[config.mk]
export PLATFORM = sky130hd
export DESIGN_NAME = mc_controller
export DESIGN_NICKNAME = d
export VERILOG_FILES = /design/src/rtl/mc_controller_pkg.sv /design/src/rtl/mc_controller_cond_unit.sv /design/src/rtl/mc_controller.sv
export SDC_FILE = /design/constraint.sdc
export NUM_CORES = 1
export LEC_CHECK = 0
export CORE_MARGIN = 3
export CORE_UTILIZATION = 40
export CTS_CLUSTER_DIAMETER = 60
export CTS_CLUSTER_SIZE = 10
export DETAILED_ROUTE_END_ITERATION = 10
export GPL_TIMING_DRIVEN = 0
export MAX_ROUTING_LAYER = met4
export PLACE_DENSITY_LB_ADDON = 0.1
export SLEW_MARGIN = 20
export SYNTH_ARGS = -nofsm -noshare
export SYNTH_HDL_FRONTEND = slang
export SYNTH_SLANG_ARGS = --single-unit
[constraint.sdc]
create_clock -name clk -period 5.2 [get_ports clk]
set_input_delay 1.04 -clock clk [delete_from_list [all_inputs] [get_ports clk]]
set_output_delay 1.04 -clock clk [all_outputs]
set_load 0.01 [all_outputs]
[src/rtl/mc_controller_pkg.sv]
// Shared encodings for the multicycle ARM control unit: FSM states,
// instruction field codes, ALU controls, condition codes and the
// registered control-word layout.
package mc_controller_pkg;

    typedef enum logic [3:0] {
        S_FETCH  = 4'd0,
        S_DECODE = 4'd1,
        S_MEMADR = 4'd2,
        S_MEMRD  = 4'd3,
        S_MEMWB  = 4'd4,
        S_MEMWR  = 4'd5,
        S_EXECR  = 4'd6,
        S_EXECI  = 4'd7,
        S_ALUWB  = 4'd8,
        S_BRANCH = 4'd9
    } state_t;

    // Op field, Instr[27:26]
    localparam logic [1:0] OP_DP  = 2'b00;
    localparam logic [1:0] OP_MEM = 2'b01;
    localparam logic [1:0] OP_BR  = 2'b10;

    // DP cmd field, Instr[24:21]
    localparam logic [3:0] CMD_AND = 4'b0000;
    localparam logic [3:0] CMD_SUB = 4'b0010;
    localparam logic [3:0] CMD_ADD = 4'b0100;
    localparam logic [3:0] CMD_CMP = 4'b1010;
    localparam logic [3:0] CMD_ORR = 4'b1100;

    localparam logic [2:0] ALU_ADD = 3'b000;
    localparam logic [2:0] ALU_SUB = 3'b001;
    localparam logic [2:0] ALU_AND = 3'b010;
    localparam logic [2:0] ALU_ORR = 3'b011;
    localparam logic [2:0] ALU_MUL = 3'b100;

    // ARM condition field, Instr[31:28]
    localparam logic [3:0] COND_EQ = 4'b0000;
    localparam logic [3:0] COND_NE = 4'b0001;
    localparam logic [3:0] COND_CS = 4'b0010;
    localparam logic [3:0] COND_CC = 4'b0011;
    localparam logic [3:0] COND_MI = 4'b0100;
    localparam logic [3:0] COND_PL = 4'b0101;
    localparam logic [3:0] COND_VS = 4'b0110;
    localparam logic [3:0] COND_VC = 4'b0111;
    localparam logic [3:0] COND_HI = 4'b1000;
    localparam logic [3:0] COND_LS = 4'b1001;
    localparam logic [3:0] COND_GE = 4'b1010;
    localparam logic [3:0] COND_LT = 4'b1011;
    localparam logic [3:0] COND_GT = 4'b1100;
    localparam logic [3:0] COND_LE = 4'b1101;
    localparam logic [3:0] COND_AL = 4'b1110;

    // Registered datapath controls; RegSrc/ImmSrc/opMul are not here
    // because they follow Instr combinationally.
    typedef struct packed {
        logic       pc_write;
        logic       reg_write;
        logic       mem_write;
        logic       ir_write;
        logic       adr_src;
        logic       alu_src_a;
        logic [1:0] alu_src_b;
        logic [1:0] result_src;
        logic [2:0] alu_control;
    } ctrl_t;

    // FETCH: IR <= Mem[PC], PC <= PC + 4
    localparam ctrl_t CTRL_FETCH = '{
        pc_write:    1'b1,
        reg_write:   1'b0,
        mem_write:   1'b0,
        ir_write:    1'b1,
        adr_src:     1'b0,
        alu_src_a:   1'b1,
        alu_src_b:   2'b10,
        result_src:  2'b10,
        alu_control: ALU_ADD
    };

    // Evaluate an ARM condition against {N,Z,C,V}; the 1111 code never executes
    function automatic logic cond_eval(input logic [3:0] cond, input logic [3:0] flags);
        logic n, z, c, v;
        {n, z, c, v} = flags;
        case (cond)
            COND_EQ: return z;
            COND_NE: return ~z;
            COND_CS: return c;
            COND_CC: return ~c;
            COND_MI: return n;
            COND_PL: return ~n;
            COND_VS: return v;
            COND_VC: return ~v;
            COND_HI: return c & ~z;
            COND_LS: return ~c | z;
            COND_GE: return n == v;
            COND_LT: return n != v;
            COND_GT: return ~z & (n == v);
            COND_LE: return z | (n != v);
            COND_AL: return 1'b1;
            default: return 1'b0;
        endcase
    endfunction

endpackage

[src/rtl/mc_controller_cond_unit.sv]
// Conditional-execution unit: holds the NZCV flags, evaluates the
// instruction condition and latches the verdict for the rest of the
// instruction.
module mc_controller_cond_unit
    import mc_controller_pkg::*;
(
    input  logic       clk,
    input  logic       reset,
    input  logic [3:0] cond,
    input  logic [3:0] alu_flags,
    input  logic [1:0] flag_w,
    input  logic       flags_en,
    input  logic       capture_en,
    output logic       cond_ex,
    output logic       cond_ex_r
);

    logic [3:0] flags;

    // Condition verdict from the live flags, consumed during DECODE
    always_comb begin
        cond_ex = cond_eval(cond, flags);
    end

    // Flags load on the execute-exit edge of an executing instruction; verdict latches on DECODE exit
    always_ff @(posedge clk or posedge reset) begin
        if (reset) begin
            flags     <= 4'b0000;
            cond_ex_r <= 1'b0;
        end else begin
            if (capture_en) begin
                cond_ex_r <= cond_ex;
            end
            if (flags_en && cond_ex_r) begin
                if (flag_w[1]) flags[3:2] <= alu_flags[3:2];
                if (flag_w[0]) flags[1:0] <= alu_flags[1:0];
            end
        end
    end

endmodule

[src/rtl/mc_controller.sv]
// Multicycle ARM control unit: instruction decoder plus main FSM. The
// datapath controls are registered alongside the state so they come
// straight out of flops as a Moore decode of the current state.
module mc_controller
    import mc_controller_pkg::*;
(
    input  logic        clk,
    input  logic        reset,
    input  logic [31:0] Instr,
    input  logic [3:0]  ALUFlags,
    output logic        PCWrite,
    output logic        RegWrite,
    output logic        MemWrite,
    output logic        IRWrite,
    output logic        AdrSrc,
    output logic [1:0]  RegSrc,
    output logic        ALUSrcA,
    output logic [1:0]  ALUSrcB,
    output logic [1:0]  ResultSrc,
    output logic [1:0]  ImmSrc,
    output logic [2:0]  ALUControl,
    output logic        opMul
);

    state_t     state, state_n;
    ctrl_t      ctrl_q, ctrl_n;

    logic [1:0] op;
    logic       imm;
    logic [3:0] cmd;
    logic       sbit;
    logic       rd_pc;
    logic [2:0] alu_dp;
    logic       no_write;
    logic [1:0] flag_w;
    logic       cond_ex;
    logic       cond_ex_r;
    logic       cond_ok;
    logic       unused_instr_bits;

    assign op    = Instr[27:26];
    assign imm   = Instr[25];
    assign cmd   = Instr[24:21];
    assign sbit  = Instr[20];
    assign rd_pc = (Instr[15:12] == 4'hF);

    // Register numbers and offset bits belong to the datapath only
    assign unused_instr_bits = ^{Instr[19:16], Instr[11:8], Instr[3:0]};

    assign opMul  = (op == OP_DP) && !imm && (cmd == CMD_AND) && (Instr[7:4] == 4'b1001);
    assign RegSrc = {(op == OP_MEM) && !sbit, (op == OP_BR)};
    assign ImmSrc = op;

    // DP decode: ALU operation, suppressed writeback and flag-write enables
    always_comb begin
        // NOTE: every output gets a default first so no path leaves it unassigned and infers a latch.
        alu_dp   = ALU_ADD;
        no_write = 1'b0;
        flag_w   = 2'b00;
        case (cmd)
            CMD_ADD: begin
                alu_dp = ALU_ADD;
                flag_w = sbit ? 2'b11 : 2'b00;
            end
            CMD_SUB: begin
                alu_dp = ALU_SUB;
                flag_w = sbit ? 2'b11 : 2'b00;
            end
            CMD_AND: begin
                alu_dp = opMul ? ALU_MUL : ALU_AND;
                flag_w = sbit ? 2'b10 : 2'b00;
            end
            CMD_ORR: begin
                alu_dp = ALU_ORR;
                flag_w = sbit ? 2'b10 : 2'b00;
            end
            CMD_CMP: begin
                alu_dp   = ALU_SUB;
                no_write = 1'b1;
                flag_w   = 2'b11;
            end
            default: begin
                alu_dp   = ALU_ADD;
                no_write = 1'b1;
            end
        endcase
    end

    mc_controller_cond_unit u_cond (
        .clk        (clk),
        .reset      (reset),
        .cond       (Instr[31:28]),
        .alu_flags  (ALUFlags),
        .flag_w     (flag_w),
        .flags_en   ((state == S_EXECR) || (state == S_EXECI)),
        .capture_en (state == S_DECODE),
        .cond_ex    (cond_ex),
        .cond_ex_r  (cond_ex_r)
    );

    // Next state and the control word that state will present
    always_comb begin
        // Leaving DECODE the latched verdict is not there yet, so use the live one
        cond_ok = (state == S_DECODE) ? cond_ex : cond_ex_r;

        state_n = S_FETCH;
        case (state)
            S_FETCH:  state_n = S_DECODE;
            S_DECODE: begin
                case (op)
                    OP_MEM:  state_n = S_MEMADR;
                    OP_DP:   state_n = imm ? S_EXECI : S_EXECR;
                    OP_BR:   state_n = S_BRANCH;
                    default: state_n = S_FETCH;
                endcase
            end
            S_MEMADR: state_n = sbit ? S_MEMRD : S_MEMWR;
            S_MEMRD:  state_n = S_MEMWB;
            S_EXECR:  state_n = S_ALUWB;
            S_EXECI:  state_n = S_ALUWB;
            default:  state_n = S_FETCH;
        endcase

        ctrl_n = '0;
        case (state_n)
            S_DECODE: begin
                ctrl_n.alu_src_a  = 1'b1;
                ctrl_n.alu_src_b  = 2'b10;
                ctrl_n.result_src = 2'b10;
            end
            S_MEMADR: begin
                ctrl_n.alu_src_b = 2'b01;
            end
            S_MEMRD: begin
                ctrl_n.adr_src = 1'b1;
            end
            S_MEMWB: begin
                ctrl_n.result_src = 2'b01;
                ctrl_n.reg_write  = cond_ok;
                ctrl_n.pc_write   = cond_ok && rd_pc;
            end
            S_MEMWR: begin
                ctrl_n.adr_src   = 1'b1;
                ctrl_n.mem_write = cond_ok;
            end
            S_EXECR: begin
                ctrl_n.alu_control = alu_dp;
            end
            S_EXECI: begin
                ctrl_n.alu_src_b   = 2'b01;
                ctrl_n.alu_control = alu_dp;
            end
            S_ALUWB: begin
                ctrl_n.reg_write = cond_ok && !no_write;
                ctrl_n.pc_write  = cond_ok && !no_write && rd_pc;
            end
            S_BRANCH: begin
                ctrl_n.alu_src_b  = 2'b01;
                ctrl_n.result_src = 2'b10;
                ctrl_n.pc_write   = cond_ok;
            end
            default: ctrl_n = CTRL_FETCH;
        endcase
    end

    // State and registered controls; reset aborts to FETCH immediately
    always_ff @(posedge clk or posedge reset) begin
        // NOTE: non-blocking so every flop samples pre-edge values regardless of statement order.
        if (reset) begin
            state  <= S_FETCH;
            ctrl_q <= CTRL_FETCH;
        end else begin
            state  <= state_n;
            ctrl_q <= ctrl_n;
        end
    end

    assign PCWrite    = ctrl_q.pc_write;
    assign RegWrite   = ctrl_q.reg_write;
    assign MemWrite   = ctrl_q.mem_write;
    assign IRWrite    = ctrl_q.ir_write;
    assign AdrSrc     = ctrl_q.adr_src;
    assign ALUSrcA    = ctrl_q.alu_src_a;
    assign ALUSrcB    = ctrl_q.alu_src_b;
    assign ResultSrc  = ctrl_q.result_src;
    assign ALUControl = ctrl_q.alu_control;

endmodule

==> qor.txt, run 1 <==
die extent in y: 62.5 um
Leak: 0.724 nW
diode count: 0
Worst Path Arrival: 2.68 ns
gpl congestion: 0.836
CTS tree: yes
Final ANT Viol Nets: 0
vias in the first global route: 1053
vias per cell: 5.20
CP Capture Type: output pin
Layout area overhead: 36.7%
Post-CTS Hold Fix Bufs: 0
via count: 1072
synth warn: 0
unrepaired setup endpoints after global routing: no
final setup fails: 0
Overall Global Routing Usage: 15.3%
VDD IR-drop max: 159 uV
CTS root buf: clkbuf_4
layout cell share with drive strength beyond 1: 17.1%
flops & latches, synth: 22
met3 wire length: 200 um
Core Region: 2900 um^2
DRT Pass-1 Iters: 5
iteration-0 DRC count of the detailed router: 20
I/O pin cnt: 56
post-synth net total: 159
Slew @ Worst Pin: 0.827 ns
Flop pwr share: 40.3%
data required time at the worst endpoint: 4.16 ns
Cell Rows: 19
initial antenna violation count: 0
Routed wire per std cell: 13.2 um
nets@finish: 203
Initial Util: 44.0%
Clock Power Share: 12.4%
top-area cell type share of the netlist area: 33.3%
CP Launch Type: input pin
Max-Cap Viols: 0
dominant synthesized flop cell: dfrtp_1
kind of critical path: input pin to output pin
fillers: 270
Post-Route Utilization: 60.2%
DRC: 0
Post-CTS Setup Repair Bufs: 0
Power Dens Cells: 364 nW/um^2
top cells by count, synth: dfrtp_1 (17), a21oi_1 (7), nor3b_1 (7)
Layout Skew: 0.00285 ns
clk sink count: 22
Final WS setup: 1.48 ns
first-pass GRT wire length: 4770 um
maximum fanout along the worst path: 7
met2 WL: 1280 um
IO Port Bufs: 39
post-cts resize count: 0
synthesized area: 1280 um^2
Yosys cell types: 49
Slew HR: 44.8%
hold crit path type: flip-flop to flip-flop
Sw Share: 33.2%
final hold violation count: 0
Worst Hold Depth: 2
EDFF count, synth: 0
fin crit period: 3.72 ns
Worst-path clk slew: 0.11 ns
post-DP HPWL: 2160 um
max-slew violations: 0
cells after synthesis: 121
Worst Reg-to-Reg Cells: 5
Horiz. Die Dim: 62.5 um
largest area contributor in the netlist: dfrtp_1
combinational cell fraction of total power: 47.3%
Remaining Overflow, GRT: 0
Switch Pwr: 0.211 mW
routed wire length: 2710 um
dominant cells by area after synthesis: dfrtp_1 (33%), dfstp_2 (10%), nor3b_1 (4.1%)
Async SR Flop Fraction: 100%
Period Utilization, post-route: 71.5%
internal power: 0.424 mW
Die Area: 3910 um^2
DP Worst Slack: 1.47 ns
H-tree Lvls: 1
Setup TNS: 0 ns
maximum clock path buffer count: 2
Final Non-Filler Cells: 206
clk_lat worst skew: 0.30 ns
synthesized area per cell: 10.6 um^2
clock buffers created by TritonCTS: 3
fmax: 269 MHz
register area share after synthesis: 43.6%
cell with the most instances after synthesis: dfrtp_1
met1 WL: 1190 um
highest metal used: met4
status: finished clean
placed cell count: 202
largest net degree at the start of global routing: 23
## path summary, 6_finish.rpt
kind / end / from / slack, ns
setup / recovery: opMul / Instr[22] / 1.48
hold / removal: state[3]$_DFF_PP0_ / state[3]$_DFF_PP0_ / 0.56
setup reg to reg: ALUControl[1]$_DFF_PP0_ / state[3]$_DFF_PP0_ / 3.35
hold reg to reg: state[3]$_DFF_PP0_ / state[3]$_DFF_PP0_ / 0.56
max in group asynchronous: state[0]$_DFF_PP0_ / reset / 3.50
min in group asynchronous: AdrSrc$_DFF_PP0_ / reset / 1.19
## state kept, by name, summed over array words and instances, names as in the netlist
signal and cells:
PCWrite 1, IRWrite 1, ALUControl 3, ResultSrc 2, ALUSrcB 2, ALUSrcA 1
u_cond.flags 4, AdrSrc 1, state 4, u_cond.cond_ex_r 1, MemWrite 1, RegWrite 1
## area by class of cell
cell class / count / area (um^2) / share of cell area [%]
plain buffers: 11 / 75.1 / 4.30
clock buffers: 4 / 26.3 / 1.50
inverters: 4 / 15.0 / 0.860
multi-input cells: 84 / 631 / 36.1
flip-flops and latches: 22 / 557 / 31.9
well taps: 42 / 52.6 / 3.01
repair buffers: 39 / 390 / 22.3
## power groups by stage
stage               Sequential, mW  Clock [mW]  Combinational (mW)
floorplan                    0.271           0               0.174
global placement             0.257           0               0.298
detailed placement           0.260           0               0.300
CTS                          0.256      0.0804               0.303
global route                 0.261      0.0902               0.326
finish                       0.256      0.0787               0.300
## worst max-delay path, cell delays in order
cell and delay (ns):
clkdlybuf4s50_1 0.52, nor4_1 0.32, and3_1 0.24, clkdlybuf4s50_1 0.55
## kinds of logic (layout without fill, tap and decap cells)
group	Yosys count	in the layout	synth area share [%]
xor+xnor	2	2	1.37
compound gates	28	28	16.5
flops	22	22	43.6
buf+inv	15	58	7.05
simple gates	46	46	24.2
mux	8	8	7.35
## layer usage
layer | vias to the layer above | track usage [%]
met2 | 43 | 23.3
met4 | 0 | 4.96
li1 | 531 | -
met5 | - | -
met1 | 493 | 19.9
met3 | 5 | 3.78
## through the flow
stage / power [mW] / cell area (um^2) / hold slack (ns)
after global routing: 0.677 / 1750 / 0.610
after detailed placement: 0.560 / 1720 / 0.544
after global placement: 0.554 / 1720 / 0.538
after floorplan: 0.444 / 1280 / 0.511
final: 0.635 / 1750 / 0.564
after CTS: 0.640 / 1750 / 0.565
## cell usage in the layout, fill, tap and decap left out, types with 4 or more instances in the layout
cell type        synthesis  final
nor3_1                   5      5
a21oi_1                  7      7
nor2b_1                  4      4
nand2b_1                 4      4
dfstp_2                  5      5
clkbuf_1                 3      4
dfrtp_1                 17     17
clkdlybuf4s50_1          0     39
nand2_1                  4      4
nor3b_1                  7      7
nor2_1                   5      5
inv_1                    4      4
No activity file was read; power rests on OpenSTA's default activity.
==> run 2, diff against run 1 <==
clock period = 3.6 ns   (was 5.2 ns; I/O delays follow)
==> results of run 2 <==
Same layout as run 1 (identical final DEF). Status: finished clean.
Main changes from that run: setup slack after placement 1.47 ns -> 0.509 ns; setup slack after layout 1.48 ns -> 0.522 ns; register-to-register setup slack 3.35 ns -> 1.75 ns; total power 0.635 mW -> 0.917 mW; worst IR drop on VDD 159 uV -> 229 uV
